[config.mk]
export PLATFORM = sky130hd
export DESIGN_NAME = gpio_input_ctrl
export DESIGN_NICKNAME = d
export VERILOG_FILES = /design/src/rtl/gpio_input_ctrl_pkg.sv /design/src/rtl/gpio_debounce_group.sv /design/src/rtl/gpio_input_ctrl.sv
export SDC_FILE = /design/constraint.sdc
export NUM_CORES = 1
export LEC_CHECK = 0
export BUFFER_PORTS_ARGS = -buffer_cell sky130_fd_sc_hd__buf_2
export CORE_UTILIZATION = 57
export DETAILED_ROUTE_END_ITERATION = 10
export GPL_ROUTABILITY_DRIVEN = 0
export HOLD_SLACK_MARGIN = 0.03
export PLACE_DENSITY = 0.8
export SLEW_MARGIN = 20
export SYNTH_ARGS = -nofsm -noshare
export SYNTH_HDL_FRONTEND = slang
export SYNTH_SLANG_ARGS = --single-unit
[constraint.sdc]
create_clock -name clk -period 4.3 [get_ports clk]
set_input_delay 0.215 -clock clk [delete_from_list [all_inputs] [get_ports clk]]
set_output_delay 0.215 -clock clk [all_outputs]
set_load 0.01 [all_outputs]
[src/rtl/gpio_input_ctrl_pkg.sv]
// Shared constants, register-select type and address decode for gpio_input_ctrl.
package gpio_input_ctrl_pkg;

    localparam int unsigned GROUP_W    = 8;
    localparam int unsigned NGROUPS    = 9;
    localparam int unsigned KEY_GROUP  = 8;
    localparam int unsigned DS_W       = 64;
    localparam int unsigned SYNC_W     = NGROUPS * GROUP_W;
    localparam int unsigned DIV_W      = 24;

    localparam int unsigned STATUS_OFF = 0;
    localparam int unsigned MASK_OFF   = 4;
    localparam int unsigned DIV_OFF    = 8;

    typedef enum logic [1:0] {
        REG_STATUS,
        REG_MASK,
        REG_DIV,
        REG_NONE
    } reg_sel_e;

    // Word-address decode of the register window.
    function automatic reg_sel_e reg_decode(input logic [29:0] word, input logic [29:0] base_word);
        if (word == base_word + 30'(STATUS_OFF / 4)) return REG_STATUS;
        if (word == base_word + 30'(MASK_OFF / 4))   return REG_MASK;
        if (word == base_word + 30'(DIV_OFF / 4))    return REG_DIV;
        return REG_NONE;
    endfunction

endpackage

[src/rtl/gpio_debounce_group.sv]
// Tick-based debouncer for one 8-bit input group.
//   clk, rst   : clock, synchronous active-high reset
//   tick       : debounce evaluation strobe
//   sample     : synchronised group value
//   stable     : accepted (debounced) group value, registered
//   changed_c  : combinational pulse, high in the cycle stable takes a new value
module gpio_debounce_group
    import gpio_input_ctrl_pkg::*;
#(
    parameter int unsigned STABLE_TICKS = 4
) (
    input  logic               clk,
    input  logic               rst,
    input  logic               tick,
    input  logic [GROUP_W-1:0] sample,
    output logic [GROUP_W-1:0] stable,
    output logic               changed_c
);

    localparam int unsigned    CNT_W   = (STABLE_TICKS > 1) ? $clog2(STABLE_TICKS) : 1;
    localparam logic [CNT_W-1:0] CNT_MAX = CNT_W'(STABLE_TICKS - 1);

    logic [GROUP_W-1:0] cand_q, cand_d;
    logic [GROUP_W-1:0] stable_d;
    logic [CNT_W-1:0]   cnt_q, cnt_d;

    // Candidate tracking and acceptance; the acceptance test uses the post-update count.
    always_comb begin
        cand_d    = cand_q;
        cnt_d     = cnt_q;
        stable_d  = stable;
        changed_c = 1'b0;
        if (tick) begin
            if (sample != cand_q) begin
                cand_d = sample;
                cnt_d  = '0;
            end else if (cnt_q != CNT_MAX) begin
                cnt_d = cnt_q + CNT_W'(1);
            end
            if ((cnt_d == CNT_MAX) && (cand_d != stable)) begin
                stable_d  = cand_d;
                changed_c = 1'b1;
            end
        end
    end

    always_ff @(posedge clk) begin
        if (rst) begin
            cand_q <= '0;
            cnt_q  <= '0;
            stable <= '0;
        end else begin
            cand_q <= cand_d;
            cnt_q  <= cnt_d;
            stable <= stable_d;
        end
    end

endmodule

[src/rtl/gpio_input_ctrl.sv]
// Input conditioning for DIP switches and keys ahead of the GPIO read path:
// two-flop sync, per-group tick debounce, change status with maskable irq.
//   clk, rst   : clock, synchronous active-high reset
//   ds_raw     : 8 raw switch groups;  key_raw : raw key group (group 8)
//   ds_stable  : debounced switches;   key_stable : debounced keys
//   irq        : registered |(STATUS & MASK)
//   Addr/ByteEn/Din : bridge bus write side (any ByteEn bit = write)
//   Dout       : combinational read data for STATUS / MASK / TICK_DIV
module gpio_input_ctrl
    import gpio_input_ctrl_pkg::*;
#(
    parameter int unsigned DEFAULT_DIV  = 25000,
    parameter int unsigned STABLE_TICKS = 4,
    parameter logic [31:0] BASE_ADDR    = 32'h7f80
) (
    input  logic                clk,
    input  logic                rst,
    input  logic [DS_W-1:0]     ds_raw,
    input  logic [GROUP_W-1:0]  key_raw,
    output logic [DS_W-1:0]     ds_stable,
    output logic [GROUP_W-1:0]  key_stable,
    output logic                irq,
    input  logic [31:0]         Addr,
    input  logic [3:0]          ByteEn,
    input  logic [31:0]         Din,
    output logic [31:0]         Dout
);

    localparam logic [29:0] BASE_WORD = BASE_ADDR[31:2];

    logic [SYNC_W-1:0]  sync1_q, sync2_q;
    logic [SYNC_W-1:0]  stable_all;
    logic [NGROUPS-1:0] changed_c;
    logic [NGROUPS-1:0] status_q, status_d;
    logic [NGROUPS-1:0] mask_q, mask_d;
    logic [DIV_W-1:0]   div_q, div_d;
    logic [DIV_W-1:0]   tick_cnt_q, tick_cnt_d;
    logic [DIV_W-1:0]   div_eff_c;
    logic               tick_c;
    logic               wr_c;
    logic               div_wr_c;
    reg_sel_e           sel_c;
    logic               unused_bits;

    assign unused_bits = ^{Addr[1:0], Din[31:24]};

    assign sel_c    = reg_decode(Addr[31:2], BASE_WORD);
    assign wr_c     = |ByteEn;
    assign div_wr_c = wr_c && (sel_c == REG_DIV);

    // Tick generator; a divider of 0 behaves as 1, a divider write restarts the count.
    always_comb begin
        div_eff_c  = (div_q == '0) ? DIV_W'(1) : div_q;
        tick_c     = (tick_cnt_q == div_eff_c - DIV_W'(1));
        tick_cnt_d = tick_cnt_q + DIV_W'(1);
        if (div_wr_c || tick_c) begin
            tick_cnt_d = '0;
        end
    end

    for (genvar g = 0; g < NGROUPS; g++) begin : g_group
        gpio_debounce_group #(
            .STABLE_TICKS(STABLE_TICKS)
        ) u_group (
            .clk      (clk),
            .rst      (rst),
            .tick     (tick_c),
            .sample   (sync2_q[g*GROUP_W +: GROUP_W]),
            .stable   (stable_all[g*GROUP_W +: GROUP_W]),
            .changed_c(changed_c[g])
        );
    end

    assign ds_stable  = stable_all[DS_W-1:0];
    assign key_stable = stable_all[KEY_GROUP*GROUP_W +: GROUP_W];

    // Register writes; hardware set is applied after W1C so it wins on a collision.
    always_comb begin
        status_d = status_q;
        mask_d   = mask_q;
        div_d    = div_q;
        if (wr_c) begin
            case (sel_c)
                REG_STATUS: begin
                    if (ByteEn[0]) status_d[7:0] = status_q[7:0] & ~Din[7:0];
                    if (ByteEn[1]) status_d[8]   = status_q[8] & ~Din[8];
                end
                REG_MASK: begin
                    if (ByteEn[0]) mask_d[7:0] = Din[7:0];
                    if (ByteEn[1]) mask_d[8]   = Din[8];
                end
                REG_DIV: begin
                    if (ByteEn[0]) div_d[7:0]   = Din[7:0];
                    if (ByteEn[1]) div_d[15:8]  = Din[15:8];
                    if (ByteEn[2]) div_d[23:16] = Din[23:16];
                end
                default: ;
            endcase
        end
        status_d = status_d | changed_c;
    end

    // Read mux.
    always_comb begin
        Dout = '0;
        case (sel_c)
            REG_STATUS: Dout = 32'(status_q);
            REG_MASK:   Dout = 32'(mask_q);
            REG_DIV:    Dout = 32'(div_q);
            default:    Dout = '0;
        endcase
    end

    always_ff @(posedge clk) begin
        if (rst) begin
            sync1_q    <= '0;
            sync2_q    <= '0;
            tick_cnt_q <= '0;
            status_q   <= '0;
            mask_q     <= '0;
            div_q      <= DIV_W'(DEFAULT_DIV);
            irq        <= 1'b0;
        end else begin
            sync1_q    <= {key_raw, ds_raw};
            sync2_q    <= sync1_q;
            tick_cnt_q <= tick_cnt_d;
            status_q   <= status_d;
            mask_q     <= mask_d;
            div_q      <= div_d;
            irq        <= |(status_d & mask_d);
        end
    end

endmodule

Word level (Yosys, flattened, before mapping)
Index checks and enable logic that the tools add are counted.
- flip-flop bits (word level): 373
- latch bits: 0
- memory bits (writable): 0
- ROM bits: 0
- input port bits: 142
- output and inout bits: 105
- word-level logic and storage cells: 208
- memories: 0
- add/subtract/negate cells: 11
- multipliers: 0
- divide/modulo/power cells: 0
- order comparisons: 0
- equality and inequality tests: 42
- shifts and indexed selects: 0
- mux-type cells: 85
- bitwise gates (word level): 6
- reduce and logical (&&, ||, !) cells: 28
- operator list (cell ; count):
    8-bit two-way mux ; 20
    8-bit inequality test ; 18
    30-bit by 13-bit equality test with 1-bit output, second input constant ; 3
    24-bit case mux with 3 select lines ; 1
    2-bit two-way mux ; 33
    9-bit two-way mux ; 4
    1-bit two-way mux ; 26
    24-bit by 1-bit adder with 24-bit output, second input constant ; 1
    24-bit equality test ; 1
    24-bit logical NOT ; 1
    24-bit two-way mux ; 1
    24-bit by 1-bit subtractor with 24-bit output, second input constant ; 1
    2-bit equality test, second input constant ; 10
    2-bit by 1-bit adder with 2-bit output, second input constant ; 9
    2-bit inequality test, second input constant ; 9
    2-bit AND reduction ; 9
    1-bit logical AND ; 10
    9-bit bitwise AND ; 1
    9-bit OR ; 1
    3-bit AND reduction ; 3
    9-bit OR reduction ; 1
    8-bit bitwise AND ; 1
    8-bit NOT ; 1
    4-bit OR reduction ; 1
    6 further kinds ; 6

Depth between registers and ports, before layout
- word-level depth: 14
- mapped depth: 18
- mapped depth without buffers: 12

Hierarchy
A second synthesis with hierarchy kept.
- cell total of the unflattened synthesis: 1668
- area total of the unflattened synthesis: 16412.0 um2
- by module, submodules not included (module ; times used ; cells an instance ; area each (um2) ; seq. area each (um2)):
    gpio_debounce_group ; 9 ; 93 ; 928.4 ; 360.3
    gpio_input_ctrl ; 1 ; 831 ; 8056.5 ; 4224.1

Worst setup path before layout
OpenSTA, ideal clock, no wires.
- path kind: flip-flop to flip-flop
- start: register div_q[2]
- end: register g_group[8].u_group.stable[1]
- setup time: 0.132 ns
- arrival: 3.806 ns
- required time: 4.168 ns
- slack: 0.362 ns
- cell stages (with the launch flop): 19
- path buffers: 6
- period minus slack after synthesis: 3.938 ns
- path through: dfxtp_1 > buf_2 > or4_1 > buf_2 > nor4_1 > a21oi_1 > ha_1 > clkbuf_1 > nor2b_1 > and4_1 > a21o_1 > a211oi_1 > o22a_1 > nand2_1 > buf_2 > buf_2 > buf_2 > o31ai_1 > a21oi_1
- longest elaborated chain between the ends: 5
- RTL lines (item ; line ; source):
    start: declaration ; gpio_input_ctrl.sv:36 ; logic [DIV_W-1:0] div_q, div_d;
    start signal: assignment ; gpio_input_ctrl.sv:121 ; div_q <= DIV_W'(DEFAULT_DIV);
    start signal: assignment ; gpio_input_ctrl.sv:129 ; div_q <= div_d;
    24-bit logical NOT ; gpio_input_ctrl.sv:53 ; div_eff_c = (div_q == '0) ? DIV_W'(1) : div_q;
    24-bit two-way mux * ; gpio_input_ctrl.sv:53 ;
    24-bit by 1-bit subtractor with 24-bit output * ; gpio_input_ctrl.sv:54 ; tick_c = (tick_cnt_q == div_eff_c - DIV_W'(1));
    24-bit equality test * ; gpio_input_ctrl.sv:54 ;
    2-bit AND reduction (no source line) * ; n/a ;
    end signal: assignment ; gpio_debounce_group.sv:55 ; stable <= stable_d;
    end: declaration ; gpio_debounce_group.sv:16 ; output logic [GROUP_W-1:0] stable,
Mark *: on every way between the ends. The rest lies on a longest branch, timed or not.
A chain may end at the register's enable or synchronous reset.

Worst setup path after layout
- start: register div_q[20]
- end: register g_group[0].u_group.stable[2]
- longest elaborated chain between the ends: 5
- RTL lines (item ; line):
    24-bit logical NOT ; gpio_input_ctrl.sv:53
    24-bit two-way mux * ; gpio_input_ctrl.sv:53
    24-bit by 1-bit subtractor with 24-bit output * ; gpio_input_ctrl.sv:54
    24-bit equality test * ; gpio_input_ctrl.sv:54
    2-bit AND reduction (no source line) * ; n/a
    end signal: assignment ; gpio_debounce_group.sv:55
    end: declaration ; gpio_debounce_group.sv:16
Marks and branches as above.

==> flow_metrics.tcl <==
set metrics [dict create \
    status "complete, no violations" \
    rows 61 \
    avgSynthCellArea_um2 8.82 \
    core_um2 27800 \
    root_buffer "clkbuf_16" \
    yosysTopAreaCell "dfxtp_1" \
    fp.dieH_um 170 \
    yosysMostFrequentCell "dfxtp_1" \
    dpl.hpwl_um 27400 \
    crit_chain "or4_1, nor4_2, a21oi_1, ha_1, nor2b_1, and4_1, a21o_1, a211oi_1, o22a_2, and2_4, buf_12, buf_4, nand4_1, a21oi_1" \
    crit_arrival_ns 4.54 \
    final_cell_area_um2 19800 \
    yosys-top-cells-count "dfxtp_1 (373), a21oi_1 (201), nand3_1 (149), nor2b_1 (148), xor2_1 (129)" \
    tightest_slew_ns 1.07 \
    drv_slew 0 \
    h-tree-depth 2 \
    path_common_cell "a21oi_1" \
    seq_area_frac_synth_pct 46.5 \
    synthFlopType "dfxtp_1" \
    ant_nets 0 \
    via_per_inst 5.87 \
    ir_drop_uv 340 \
    setup_violations 0 \
    powerDensity_nw_per_um2 365 \
    cts_tree "built" \
    synth-seq-cells 373 \
    fin_setup_tns_ns 0 \
    cts.sinks 373 \
    placed_area_um2 17600 \
    diodes 0 \
    grt_util_all_layers_pct 29.2 \
    path_delay_family "simple AND/OR/NAND/NOR gates" \
    drive_gt1_share_pct 16.5 \
    hold_viol 0 \
    numCtsBuffers 38 \
    dr_total_vias 14600 \
    max_stage_delay_ns 0.62 \
    critPathBufInv 2 \
    grt_max_degree 135 \
    dieArea_um2 28900 \
    post-place-ws_ns 0.188 \
    crit_type "reg -> reg" \
    post_cts_buffers 0 \
    clk_path_buf_depth 3 \
    yosys_warnings 0 \
    drt_iter0_markers 1293 \
    clkLatencyLatePin_ns 0.52 \
    antenna_found_initial 0 \
    grt_pass1_vias 14100 \
    maxCapViolCount 0 \
    drt_wl_total_um 43200 \
    grt_pass1_wl_um 69200 \
    io_pins 247 \
    synthTopCellsByArea "dfxtp_1 (46%), xor2_1 (7.0%), a21oi_1 (6.3%)" \
    synth_edf_count 0 \
    relSlewSlack_pct 28.7 \
    rsz0062_at_grt "false" \
    drcViolationCount 0 \
    synth_top_area_share_pct 46.5 \
    r2r_slack_ns 0.19 \
    port_buffers 228 \
    finalCritPeriodShare_pct 95.6 \
    met3_usage_pct 4.95 \
    area_growth_pct 23.2 \
    grt-busiest-layer "met2" \
    setup_ws_ns 0.191 \
    use_met1_pct 36.8 \
    initial_utilization_pct 57.8 \
    crit_fanout 46 \
    gr-total-overflow 0 \
    fmax_ghz 0.243 \
    slowest_stage "or4_1" \
    synthCells 1822 \
    power_leakage_uw 0.00800 \
    worst_ep_required_time_ns 4.73 \
    post_drt_wl_per_cell_um 17.4 \
    dr.pass1.iters 6 \
    hold_path_class "in -> reg" \
    fin_nets 2234 \
    end_kind "register" \
    die-width_um 170 \
    synthArstFlopShare_pct 0 \
    grtUsageMet2_pct 49.6 \
    path_clk_slew_ns 0.06 \
    finClkSkew_ns 0.0188 \
    syn-cell-area_um2 16100 \
    fin_crit_ns 4.11 \
    synthDistinctLibCells 59 \
    start_kind "register" \
]
-- logic make-up after synthesis --
kind of cell | count (synthesis) | synth area share [%]
xor gates and xnor gates | 193 | 10.6
adders and majority gates | 2 | 0.156
AOI/OAI and AO/OA | 414 | 14.8
other | 1 | 0.0233
muxes | 19 | 1.18
and+or+nand+nor | 652 | 22.3
DFF | 373 | 46.5
buffers and inverters | 168 | 4.42
-- path summary, 6_finish.rpt --
| path | start | end | cells after the start |
|---|---|---|---|
| worst max-delay path | div_q[20] | g_group[0].u_group.stable[2] | 14 |
| worst min-delay path | ByteEn[2] | div_q[22] | 3 |
| worst max register to register | div_q[20] | g_group[0].u_group.stable[2] | 14 |
| worst min register to register | sync1_q[30] | sync2_q[30] | 1 |
-- timing repair --
item / CTS / global route
endpoints found under the setup margin: 0 / 72
hold endpoints to repair: 96 / 0
hold buffers: 96 / 0
resized for setup: 0 / 3
-- power breakdown --
group	total [uW]	switching [uW]	leakage (uW)	internal, uW
sequential	3580	53.6	0.00304	3520
combinational	354	168	0.00435	186
clock	3300	1310	0.000620	1990
-- metrics by stage --
stage	hold WS, ns	cells	power [uW]	util, %
floorplan	0.343	1829	3820	-
global placement	0.417	2332	3920	63.2
detailed placement	0.420	2332	3930	63.2
CTS	0.0540	2490	7250	71.2
global route	0.0841	2490	7450	71.2
finish	0.0810	2490	7230	71.2
-- area by class of cell --
type / instances / area, um2
repair buffers: 373 / 2590
multi-input cells: 1288 / 7950
flip-flops and latches: 373 / 7470
clock buffers: 52 / 1120
fillers: 2079 / 7990
well taps: 378 / 473
clock inverters: 10 / 131
inverters: 16 / 60.1
-- worst reg2reg max path: cells and delay by family, from the launching register on --
kind / cells / cell delay (ns)
fa+ha+maj: 1 / 0.34
simple gates: 6 / 1.80
flops: 1 / 0.36
buf+inv: 2 / 0.49
compound gates: 5 / 1.04
-- flip-flops by register name, indices dropped and copies added, names as in the netlist --
name                    cells
div_q                      24
g_group.u_group.cand_q     72
g_group.u_group.cnt_q      18
g_group.u_group.stable     72
irq                         1
mask_q                      9
status_q                    9
sync1_q                    72
sync2_q                    72
tick_cnt_q                 24
-- placed cells by master (no fill, tap or decap), types with 8 or more instances in the layout --
master / count
dfxtp_1: 373
buf_2: 227
a21oi_1: 201
nand3_1: 149
nor2b_1: 147
xor2_1: 129
dlygate4sd3_1: 96
o21ai_1: 91
nand4_1: 81
nor2_1: 73
o31ai_1: 66
nand2_1: 65
xnor2_1: 63
clkbuf_16: 41
buf_4: 40
nor4_1: 37
and2_1: 21
mux2i_1: 19
nor3_1: 16
and3_1: 16
inv_1: 15
buf_12: 9
and4_1: 8
or3_1: 8
a211oi_1: 8
conb_1: 8
-- per-layer routing --
layer	part of all wire (%)	vias to the layer above
met4	3.2	0
li1	-	6947
met1	42	6913
met2	48	656
met5	0	-
met3	7.1	112
Power figures use the tool's default switching activity.
